`config.mk`:
```
export PLATFORM = sky130hd
export DESIGN_NAME = xup_tff_counter_ctrl
export DESIGN_NICKNAME = d
export VERILOG_FILES = /design/src/rtl/xup_tff_ctrl_pkg.sv /design/src/rtl/xup_tff_bank_arst.sv /design/src/rtl/xup_tff_counter_ctrl.sv
export SDC_FILE = /design/constraint.sdc
export NUM_CORES = 1
export LEC_CHECK = 0
export ABC_AREA = 1
export CAP_MARGIN = 40
export CORE_ASPECT_RATIO = 1.1
export CORE_MARGIN = 2
export CORE_UTILIZATION = 45
export CTS_BUF_LIST = sky130_fd_sc_hd__clkbuf_16
export DETAILED_ROUTE_END_ITERATION = 10
export MAX_ROUTING_LAYER = met4
export PLACE_DENSITY_LB_ADDON = 0.1
export SLEW_MARGIN = 20
export SYNTH_ARGS = -nofsm -noshare
export SYNTH_HDL_FRONTEND = slang
export SYNTH_HIERARCHICAL = 1
export SYNTH_SLANG_ARGS = --single-unit
```
`constraint.sdc`:
```
create_clock -name clk -period 1.85 [get_ports clk]
set_input_delay 0.185 -clock clk [delete_from_list [all_inputs] [get_ports clk]]
set_output_delay 0.185 -clock clk [all_outputs]
set_load 0.005 [all_outputs]
```
`src/rtl/xup_tff_ctrl_pkg.sv`:
```
// Purpose: shared constants for the TFF-bank counter controller and its bank.
// Latency: n/a (constants only).
// Backpressure: n/a.
package xup_tff_ctrl_pkg;

  // Run-control FSM encoding
  localparam logic [1:0] ST_IDLE = 2'd0;
  localparam logic [1:0] ST_RUN  = 2'd1;
  localparam logic [1:0] ST_HOLD = 2'd2;
  localparam logic [1:0] ST_DONE = 2'd3;

  // Count direction as presented on up_dn
  localparam logic DIR_UP = 1'b1;
  localparam logic DIR_DN = 1'b0;

  // Decoded per-cycle command after priority resolution
  typedef struct packed {
    logic do_clear;
    logic do_load;
    logic do_stop;
    logic do_start;
  } ctrl_cmd_t;

  // Resolve clear > load > stop > start; exactly one bit (or none) survives.
  function automatic ctrl_cmd_t resolve_cmd(input logic clear_i, input logic load_i,
                                            input logic stop_i, input logic start_i);
    ctrl_cmd_t cmd;
    cmd.do_clear = clear_i;
    cmd.do_load  = load_i  & ~clear_i;
    cmd.do_stop  = stop_i  & ~clear_i & ~load_i;
    cmd.do_start = start_i & ~clear_i & ~load_i & ~stop_i;
    return cmd;
  endfunction

endpackage

```
`src/rtl/xup_tff_bank_arst.sv`:
```
// Purpose: SIZE-bit toggle-flip-flop bank; each bit flips where t is set and en is high.
// Latency: one clk edge from (en, t) to q.
// Backpressure: none; applies every enabled cycle.
module xup_tff_bank_arst
  import xup_tff_ctrl_pkg::*;
#(
  parameter int SIZE = 4
) (
  input  logic            clk,
  input  logic            rst_n,
  input  logic            en,
  input  logic [SIZE-1:0] t,
  output logic [SIZE-1:0] q
);

  logic [SIZE-1:0] q_q;

  // Toggle the selected bits on enabled edges; async clear to zero
  always_ff @(posedge clk or negedge rst_n) begin
    if (!rst_n) begin
      q_q <= '0;
    end else if (en) begin
      q_q <= q_q ^ t;
    end
  end

  assign q = q_q;

endmodule

```
`src/rtl/xup_tff_counter_ctrl.sv`:
```
// Purpose: run-control FSM driving a TFF bank as a programmable modulo up/down counter.
// Latency: one clk edge from any control input to count/busy/done; tc one edge after the step.
// Backpressure: none; every input is sampled and acted on each cycle.
module xup_tff_counter_ctrl
  import xup_tff_ctrl_pkg::*;
#(
  parameter int SIZE = 4
) (
  input  logic            clk,
  input  logic            reset_n,
  input  logic            start,
  input  logic            stop,
  input  logic            clear,
  input  logic            load,
  input  logic [SIZE-1:0] load_val,
  input  logic            up_dn,
  input  logic            one_shot,
  input  logic [SIZE-1:0] limit,
  output logic [SIZE-1:0] count,
  output logic            busy,
  output logic            tc,
  output logic            done
);

  localparam logic [SIZE-1:0] ONE = SIZE'(1);

  logic [1:0]      state_q, state_d;
  logic            tc_q, tc_d;
  logic            busy_q, done_q;
  logic [SIZE-1:0] count_q;
  logic [SIZE-1:0] count_d;
  logic [SIZE-1:0] tog_vec;
  logic            bank_en;
  logic [SIZE-1:0] step_up_val, step_dn_val;
  logic            term_up, term_dn;
  logic            step_term;
  ctrl_cmd_t       cmd;

  assign cmd = resolve_cmd(clear, load, stop, start);

  // Terminal-count detection: up treats anything at or past limit as the
  // wrap point, so an over-limit load_val still returns to 0 on the next up step.
  assign term_up     = (count_q >= limit);
  assign term_dn     = (count_q == '0);
  assign step_up_val = term_up ? '0 : (count_q + ONE);
  assign step_dn_val = term_dn ? limit : (count_q - ONE);
  assign step_term   = (up_dn == DIR_UP) ? term_up : term_dn;

  // Next count and next state from the priority-resolved command
  always_comb begin
    state_d = state_q;
    count_d = count_q;
    tc_d    = 1'b0;
    if (cmd.do_clear) begin
      count_d = '0;
      if (state_q == ST_DONE) state_d = ST_IDLE;
    end else if (cmd.do_load) begin
      count_d = load_val;
      if (state_q == ST_DONE) state_d = ST_IDLE;
    end else if (cmd.do_stop) begin
      if (state_q == ST_RUN) state_d = ST_HOLD;
    end else if (cmd.do_start && (state_q != ST_RUN)) begin
      // Entering RUN never moves the count; the first step is the next cycle
      state_d = ST_RUN;
    end else if (state_q == ST_RUN) begin
      count_d = (up_dn == DIR_UP) ? step_up_val : step_dn_val;
      tc_d    = step_term;
      if (step_term && one_shot) state_d = ST_DONE;
    end
  end

  // Bank only sees the bits that actually change this edge
  assign tog_vec = count_q ^ count_d;
  assign bank_en = (count_d != count_q);

  xup_tff_bank_arst #(
    .SIZE (SIZE)
  ) u_bank (
    .clk   (clk),
    .rst_n (reset_n),
    .en    (bank_en),
    .t     (tog_vec),
    .q     (count_q)
  );

  // FSM state, terminal-count pulse and decoded status flags
  always_ff @(posedge clk or negedge reset_n) begin
    if (!reset_n) begin
      state_q <= ST_IDLE;
      tc_q    <= 1'b0;
      busy_q  <= 1'b0;
      done_q  <= 1'b0;
    end else begin
      state_q <= state_d;
      tc_q    <= tc_d;
      busy_q  <= (state_d == ST_RUN);
      done_q  <= (state_d == ST_DONE);
    end
  end

  assign count = count_q;
  assign busy  = busy_q;
  assign tc    = tc_q;
  assign done  = done_q;

endmodule

```
==> metrics, run 1 <==
clock latency on the worst-skew pair 0.23 ns; wire per inst approximately 11 microns; commonest non-fill, non-tap cell in the layout nand2_1; CTS tree built; vias per cell 4.831; WP data required between 1.5 and 2 ns; Fin Setup TNS -0.6985 ns; CP arrival between 2 and 2.5 ns; initial core utilization between 40% and 50%; Final Cycle Share 110.3%; DRT Pass-1 Iters 5; R2R setup slack -0.19 ns; Critical Path Start Type register; antenna violations before repair 0; reg2reg path depth 17; Gate Count Post-Synth 164; crit-path cells inv_4 > ha_4 > inv_2 > nand2_1 > nand2_1 > nand2_1 > nand2_2 > buf_4 > nand3_1 > nand3_2 > nand2_2 > o21bai_2 > nand2_1 > nand3_4 > nand3_1 > nand2_1 > inv_1; IO buf count 22; first-pass GRT wire length around 4.5 mm; routed vias around 1,200; unrepaired setup endpoints after global routing true; Final nets between 200 and 250; Yosys cell types 24; clk sinks 9; gr usage total about 23%; post-detail-place hpwl between 2 and 2.5 mm; vias in the first global route 1,113; Ant. Diodes 0; total power about 2.1 mW; worst-path fanout max 8; sequential area share after synthesis about 22%; endpoints failing setup 5; RePlAce Congestion ~0.84; syn avg cell area between 6 and 7 sq um; Die Area about 2600 sq um; most numerous cell on the critical path nand2_1; yosys warns 6; I/O Pins 23; Max-slew headroom 72.29%; Max Clk Rate 490.1 MHz; Critical Path Sink Type register; reg-to-reg startpoint u_bank/q[0]; max_cap viols 0; worst setup slack after layout -0.1903 ns; number of DRC markers in iteration 0 22; count of state elements after synthesis 9; Area growth syn-to-layout 55.87%; failing checks negative setup slack; reg-to-reg endpoint u_bank/q[3]; Static Leakage between 0.8 and 0.9 nW; critical path's slowest cell dfrtp_2; Core Box Area 2185 sq um; most frequent cells in the layout 47 x nand2_1, 32 x inv_1, 25 x buf_4; pin count of the biggest net entering global routing 10; layout cells sized above 1 31.46%; Die Ht ~54 microns; final clock skew ~0.0022 ns; CP Class reg2reg; Die W 49.22 microns; Root Buffer clkbuf_16; Detail Route Antenna Nets 0; Hold Path Class in2async; CTS H-Tree Depth 1; final hold violations 0; Synth Cell Area ~1000 sq um; fin crit period a little over 2 ns; total global routing overflow 0; pwr dens approximately 1400 nW/um^2; result of the run finished with violations; worst-margin pin slew between 0.4 and 0.5 ns; drc violations 0; # rows 18; maximum VDD drop 0.001478 V; fin. max-slew vios 0; final WL 2.748 mm; clock buffer depth 2; syn_nets 186; clock transition at the registers of the reported paths around 0.04 ns; worst stage delay on the critical path just over 0.4 ns; TritonCTS Buffers 3
## kinds of logic (layout without fill, tap and decap cells)
logic type               Yosys count  in the layout  share of synthesized area [%]
flip-flops                         9              9                          22.25
adder cells (fa/ha/maj)            6              6                          7.416
AND/OR/NAND/NOR                   92             92                          42.65
buffers and inverters             42             91                          17.06
AO/OA/AOI/OAI                     13             13                          8.900
XOR/XNOR                           2              2                          1.731
## how the worst max path moves through the flow
| stage | start | to | slack (ns) |
|---|---|---|---|
| after floorplan | u_bank/q[0] | u_bank/q[2] | -0.04 |
| after global placement | limit[3] | u_bank/q[1] | -0.37 |
| after detailed placement | limit[3] | u_bank/q[1] | -0.44 |
| after CTS | u_bank/q[0] | u_bank/q[3] | -0.13 |
| after global routing | u_bank/q[0] | u_bank/q[2] | -0.32 |
| final | u_bank/q[0] | u_bank/q[3] | -0.19 |
## Yosys cell counts
master     n  area, sq um
nor4_1     1        6.260
a21oi_1    2        10.01
inv_1     34        127.6
nor3b_4    1        18.77
nand2_1   55        206.5
o21ai_1    2        10.01
dfrtp_1    9        225.2
nand3_1   17        85.08
a31oi_1    3        18.77
nand3_2    2        20.02
nor2_1     4        15.01
o21ai_4    1        16.27
nand2_2    8        50.05
o21ai_0    3        15.01
nand4_1    2        12.51
inv_2      5        18.77
nor2_4     1        11.26
ha_1       6        75.07
o21ai_2    1        8.760
clkinv_1   1        3.750
o21bai_2   1        11.26
xor2_1     2        17.52
buf_6      2        22.52
nor2_2     1        6.260
## area by class of cell
type,count,area [sq um]
clock buffers,3,75.07
clock inverters,1,3.754
fillers,201,606.8
inverters,40,152.6
multi-input cells,113,674.4
flip-flops and latches,9,229.0
well taps,30,37.54
repair buffers,47,405.4
## what timing repair did
action,CTS,global route
setup endpoints to repair,4,7
pin swaps,12,9
hold buffers,0,0
setup buffers,1,1
resized for setup,9,4
## registers in the layout, summed over array words and instances, names as in the netlist
| name | cells |
|---|---|
| u_bank/q | 4 |
| tc | 1 |
| state_q | 2 |
| done | 1 |
| busy | 1 |
## metal layers
layer | global-route usage, % | vias up | routed length, microns
met5 | - | - | 0
met4 | 5.714 | 0 | 35
met3 | 5.556 | 4 | 113
met2 | 42.57 | 31 | 1473
met1 | 24.41 | 540 | 1125
li1 | - | 599 | -
## per-stage QoR
| step | hold WS (ns) | instances | instance area (sq um) | utilization (%) | worst slack, ns |
|---|---|---|---|---|---|
| finish | 0.2561 | 243 | 1578 | 72.22 | -0.1903 |
| global route | 0.2980 | 243 | 1578 | 72.22 | -0.3212 |
| CTS | 0.2714 | 242 | 1560 | 71.42 | -0.1312 |
| detailed placement | 0.5047 | 237 | 1454 | 66.55 | -0.4445 |
| global placement | 0.4956 | 237 | 1454 | 66.55 | -0.3679 |
| floorplan | -0.1106 | 164 | 1046 | - | -0.04263 |
## where the power goes
part	internal, mW	switching, mW	total [mW]	leakage [nW]
logic	0.678	0.752	1.43	0.718
clock network	0.282	0.0895	0.371	0.0423
registers	0.272	0.0665	0.339	0.109
## critical path: cells and delay by family, from the launching register on
family                   cells  cell delay, ns
AO/OA/AOI/OAI                1            0.12
AND/OR/NAND/NOR             11            0.91
flip-flops                   1            0.41
buffers and inverters        4            0.29
adder cells (fa/ha/maj)      1            0.20
No activity file was read; power rests on OpenSTA's default activity.
==> run 2, diff against run 1 <==
==> constraint.sdc (replaced) <==
create_clock -name clk -period 1.85 [get_ports clk]
set_input_delay 0.37 -clock clk [delete_from_list [all_inputs] [get_ports clk]]
set_output_delay 0.37 -clock clk [all_outputs]
set_load 0.005 [all_outputs]
==> metrics, run 2 (synthesis gave the netlist of run 1 again) <==
Final nets 239; Static Leakage about 0.9 nW; post-route insts no fill 246; max_cap viols 0; clock buffer depth 2; initial core utilization 46.33%; endpoints failing setup 7; total power 2.214 mW; hold slack 0.4381 ns; post-detail-place hpwl between 2 and 2.5 mm; Ant. Diodes 0; CTS H-Tree Depth 1; vias in the first global route between 1,000 and 1,500; IO buf count 22; Max-slew headroom 72.79%; CP arrival around 2.2 ns; maximum VDD drop between 0.001 and 0.0015 V; Die Area between 2000 and 3000 sq um; Clk pwr share roughly 17%; Hold Path Class in2async; fin crit period slightly above 2 ns; Sw Ratio 43.19%; commonest non-fill, non-tap cell in the layout nand2_1; antenna violations before repair 0; routed vias 1,197; final WL 2.982 mm; max reg flops 4; WP data required 1.97 ns; worst setup slack after layout -0.1949 ns; TritonCTS Buffers 3; reg-to-reg startpoint u_bank/q[3]; I/O Pins 23; Final Util 76.06%; layout cells sized above 1 37.50%; critical path's slowest cell dfrtp_2; crit path from u_bank/q[3]; P_sw approximately 960 uW; Core Box Area ~2200 sq um; most frequent cells in the layout 44 x nand2_1, 30 x inv_1, 26 x buf_4; worst-path fanout max 8; number of DRC markers in iteration 0 20; part of the power in registers between 10% and 20%; pin count of the biggest net entering global routing 10; first-pass GRT wire length 4.933 mm; vias per cell a little under 5; final clock skew about 0.00078 ns; Die W roughly 49 microns; gr usage total 24.84%; failing checks negative setup slack; unrepaired setup endpoints after global routing true; total global routing overflow 0; clock latency on the worst-skew pair about 0.23 ns; Max Clk Rate 489.0 MHz; CP Class reg2reg; fin. max-slew vios 0; DRT Pass-1 Iters 4; drc violations 0; Final Cycle Share 110.5%; combinational share of power between 60 and 70%; worst-margin pin slew ~0.4 ns; Root Buffer clkbuf_16; Detail Route Antenna Nets 0; Die Ht roughly 54 microns; Int Pwr 1.258 mW; final hold violations 0; result of the run finished with violations; # rows 18; worst stage delay on the critical path 0.43 ns; Area growth syn-to-layout 64.15%; Critical Path Sink Type register; crit-path cells ha_4 > nand2_2 > nor3b_4 > nand3_2 > nand2_2 > nand2_1 > nand2_1 > nand2_1 > nand2_2 > nand2_2 > inv_2 > nand3_4 > nand2_2 > nand2_1 > nand2_1 > inv_1; wire per inst 12.12 microns; RePlAce Congestion about 0.84; pwr dens between 1000 and 1500 nW/um^2; Critical Path Start Type register; clk sinks 9; # placed instances 237; clock transition at the registers of the reported paths about 0.040 ns; CTS tree built
[run 2: changes by cell type in the layout (fill, tap and decap cells not counted), moves of 2 or more]
cell / delta
inv_2: +2
nand2_1: -3
clkdlybuf4s50_1: -3
buf_6: +2
nand2_2: +3
dlygate4sd2_1: +2
inv_1: -2
[run 2: timing repair]
item,in CTS,in global routing
setup buffers,3,3
hold buffers,0,0
resized for setup,18,14
pin swaps,18,15
setup endpoints to repair,7,9
[run 2: metrics by stage]
stage	setup TNS, ns	cell area, sq um	worst slack, ns
finish	-0.8597	1662	-0.1949
global route	-1.835	1662	-0.3438
CTS	-0.5370	1602	-0.1292
detailed placement	-3.848	1454	-0.6227
global placement	-3.300	1454	-0.5530
floorplan	-0.1697	1046	-0.04263
[run 2: layout make-up]
| type | count | area [sq um] |
|---|---|---|
| multi-input cells | 113 | 724.4 |
| fillers | 192 | 523.0 |
| repair buffers | 50 | 435.4 |
| flip-flops and latches | 9 | 229.0 |
| inverters | 40 | 156.4 |
| clock buffers | 3 | 75.07 |
| well taps | 30 | 37.54 |
| clock inverters | 1 | 3.754 |
[run 2: critical path: cells and delay by family (launching register included)]
family / cells / cell delay (ns)
flip-flops: 1 / 0.43
AND/OR/NAND/NOR: 13 / 1.15
adder cells (fa/ha/maj): 1 / 0.25
buffers and inverters: 2 / 0.10
[run 2: worst paths after layout]
path,to,depth (start not counted),slack [ns]
hold reg to reg,state_q[0],2,0.58
setup reg to reg,u_bank/q[2],16,-0.19
setup / recovery,u_bank/q[2],16,-0.19
min in group clk,state_q[0],2,0.58
hold / removal,state_q[1],1,0.44
max in group asynchronous,u_bank/q[0],1,1.10
[run 2: per-layer routing]
metal	track usage [%]	routed length (microns)	vias to the layer above
met5	-	0	-
met4	3.333	15	0
met3	5.000	112	2
met2	48.87	1639	32
met1	26.52	1215	555
li1	-	-	608
[run 2: power groups by stage]
stage / logic (mW) / clock network [mW] / registers [mW]
2_1_floorplan: 0.765 / 0 / 0.387
3_3_place_gp: 1.30 / 0 / 0.340
3_5_place_dp: 1.33 / 0 / 0.341
4_1_cts: 1.44 / 0.376 / 0.341
5_1_grt: 1.68 / 0.392 / 0.352
6_report: 1.50 / 0.371 / 0.343
==> run 3, diff against run 2 <==
--- a/config.mk
+++ b/config.mk
@@ -12,6 +12,7 @@
 export CORE_UTILIZATION = 45
 export CTS_BUF_LIST = sky130_fd_sc_hd__clkbuf_16
 export DETAILED_ROUTE_END_ITERATION = 10
+export GPL_TIMING_DRIVEN = 0
 export MAX_ROUTING_LAYER = met4
 export PLACE_DENSITY_LB_ADDON = 0.1
 export SLEW_MARGIN = 20
==> metrics, run 3 (synthesis gave the netlist of run 1 again) <==
vias in the first global route between 1,000 and 1,500; DRT Pass-1 Iters 4; final hold violations 0; worst-margin pin slew 0.4007 ns; pin count of the biggest net entering global routing 11; crit-path cells inv_1 > ha_2 > inv_1 > nand2_1 > o21ai_0 > a21oi_1 > nand2_2 > nand2_1 > nand2_1 > nand2_1 > nand2_2 > nand2_2 > inv_2 > nand3_2 > buf_6 > nand3_1 > nand2_1 > inv_1; RePlAce Congestion ~0.85; WP buf/inv 5; most numerous cell on the critical path nand2_1; CP arrival 2.23 ns; commonest non-fill, non-tap cell in the layout nand2_1; drc violations 0; first-pass GRT wire length approximately 4.5 mm; total global routing overflow 0; post-place setup slack -0.7350 ns; critical path's slowest cell dfrtp_2; Static Leakage roughly 0.89 nW; Max-slew headroom between 70% and 80%; post-detail-place hpwl between 1.5 and 2 mm; clock transition at the registers of the reported paths 0.04 ns; met1 wire length around 1.1 mm; most frequent cells in the layout 42 x nand2_1, 32 x inv_1, 22 x buf_4; Int Pwr about 1.2 mW; met2 wire length approximately 1.7 mm; Die Area approximately 2600 sq um; Max Clk Rate 475.2 MHz; maximum VDD drop 0.001069 V; Final nets ~240; antenna violations before repair 0; clock latency on the worst-skew pair 0.23 ns; IO buf count 22; unrepaired setup endpoints after global routing true; CP delay by family, top simple AND/OR/NAND/NOR gates; met3 wire len ~160 microns; # rows 18; endpoints failing setup 8; part of the power in registers between 15 and 20%; gr usage total a little under a quarter; Hold Path Class in2async; worst stage delay on the critical path 0.45 ns; fin crit period 2.104 ns; Fill cells approximately 190; P_sw 968.5 uW; post-route insts no fill approximately 240; I/O Pins 23; clk sinks 9; top sig layer met4; combinational share of power 67.2%; Core Box Area roughly 2200 sq um; # placed instances between 200 and 250; Critical Path Start Type register; layout cells sized above 1 35.38%; vias per cell about 4.9; Ant. Diodes 0; Root Buffer clkbuf_16; CTS tree built; result of the run finished with violations; clock buffer depth 2; initial core utilization a little under half; max_cap viols 0; TritonCTS Buffers 3; routed vias roughly 1,200; number of DRC markers in iteration 0 38; Critical Path Sink Type register; Sw Ratio 43.79%; fin. max-slew vios 0; WP data required between 1.5 and 2 ns; final WL 2.967 mm; Final Cycle Share 113.7%; worst-path fanout max 8; failing checks negative setup slack; final clock skew 0.0003037 ns; Die W a little under 50 microns; Detail Route Antenna Nets 0; max reg flops 4; CP Class reg2reg; cts hold-fix bufs 0; pwr dens 1371 nW/um^2; Area growth syn-to-layout 59.33%; wire per inst about 12 microns; CTS H-Tree Depth 1; Die Ht 53.74 microns; Clk pwr share roughly 17%; worst setup slack after layout -0.2543 ns
[run 3: cell count changes in the layout (fill, tap and decap cells not counted), moves of 2 or more]
cell     before  now
nand2_1      44   42
buf_4        26   22
inv_1        30   32
inv_2         9    7
[run 3: metal layers]
| layer | GRT usage (%) | up-vias |
|---|---|---|
| met4 | 7.619 | 0 |
| met3 | 6.667 | 4 |
| met5 | - | - |
| met1 | 21.02 | 538 |
| li1 | - | 596 |
| met2 | 46.85 | 47 |
[run 3: final cells by class]
type                    instances  area (sq um)  area share, %
plain buffers                   2         22.52          1.396
clock buffers                   3         75.07          4.655
clock inverters                 1         3.754         0.2327
inverters                      40         152.6          9.465
multi-input cells             113         708.2          43.91
flip-flops and latches          9         230.2          14.27
well taps                      30         37.54          2.327
repair buffers                 44         382.9          23.74
[run 3: worst register-to-register path, delay by kind of cell, from the launching register on]
family / cells / cell delay, ns
DFF: 1 / 0.45
buffers and inverters: 5 / 0.37
adders and majority gates: 1 / 0.23
and+or+nand+nor: 10 / 0.65
AOI/OAI and AO/OA: 2 / 0.30
[run 3: power groups by stage]
stage               clock [mW]  sequential, mW  combinational, mW
global route             0.392           0.355               1.64
finish                   0.375           0.350               1.49
CTS                      0.378           0.355               1.33
detailed placement           0           0.418               1.04
global placement             0           0.413               1.01
floorplan                    0           0.387              0.765
[run 3: worst paths after layout]
kind | slack (ns) | depth (start not counted) | from | endpoint
min in group clk | 0.45 | 2 | stop | tc
setup / recovery | -0.25 | 18 | u_bank/q[1] | u_bank/q[0]
max in group asynchronous | 1.11 | 1 | reset_n | u_bank/q[2]
setup reg to reg | -0.25 | 18 | u_bank/q[1] | u_bank/q[0]
hold reg to reg | 0.57 | 2 | state_q[0] | state_q[0]
hold / removal | 0.43 | 1 | reset_n | done
[run 3: stage by stage]
step	power, mW	hold WS, ns	cell area, sq um	util, %	setup TNS (ns)
floorplan	1.152	0.07441	1046	-	-0.1697
global placement	1.423	0.5462	1304	59.68	-3.292
detailed placement	1.459	0.5416	1304	59.68	-3.733
CTS	2.060	0.4452	1546	70.79	-1.073
global route	2.389	0.4643	1613	73.83	-2.775
finish	2.211	0.4324	1613	73.83	-1.619
[run 3: timing repair]
action,4_1_cts,5_1_grt
setup endpoints to repair,6,8
pin swaps,12,6
setup buffers,19,3
gates resized for setup,16,12
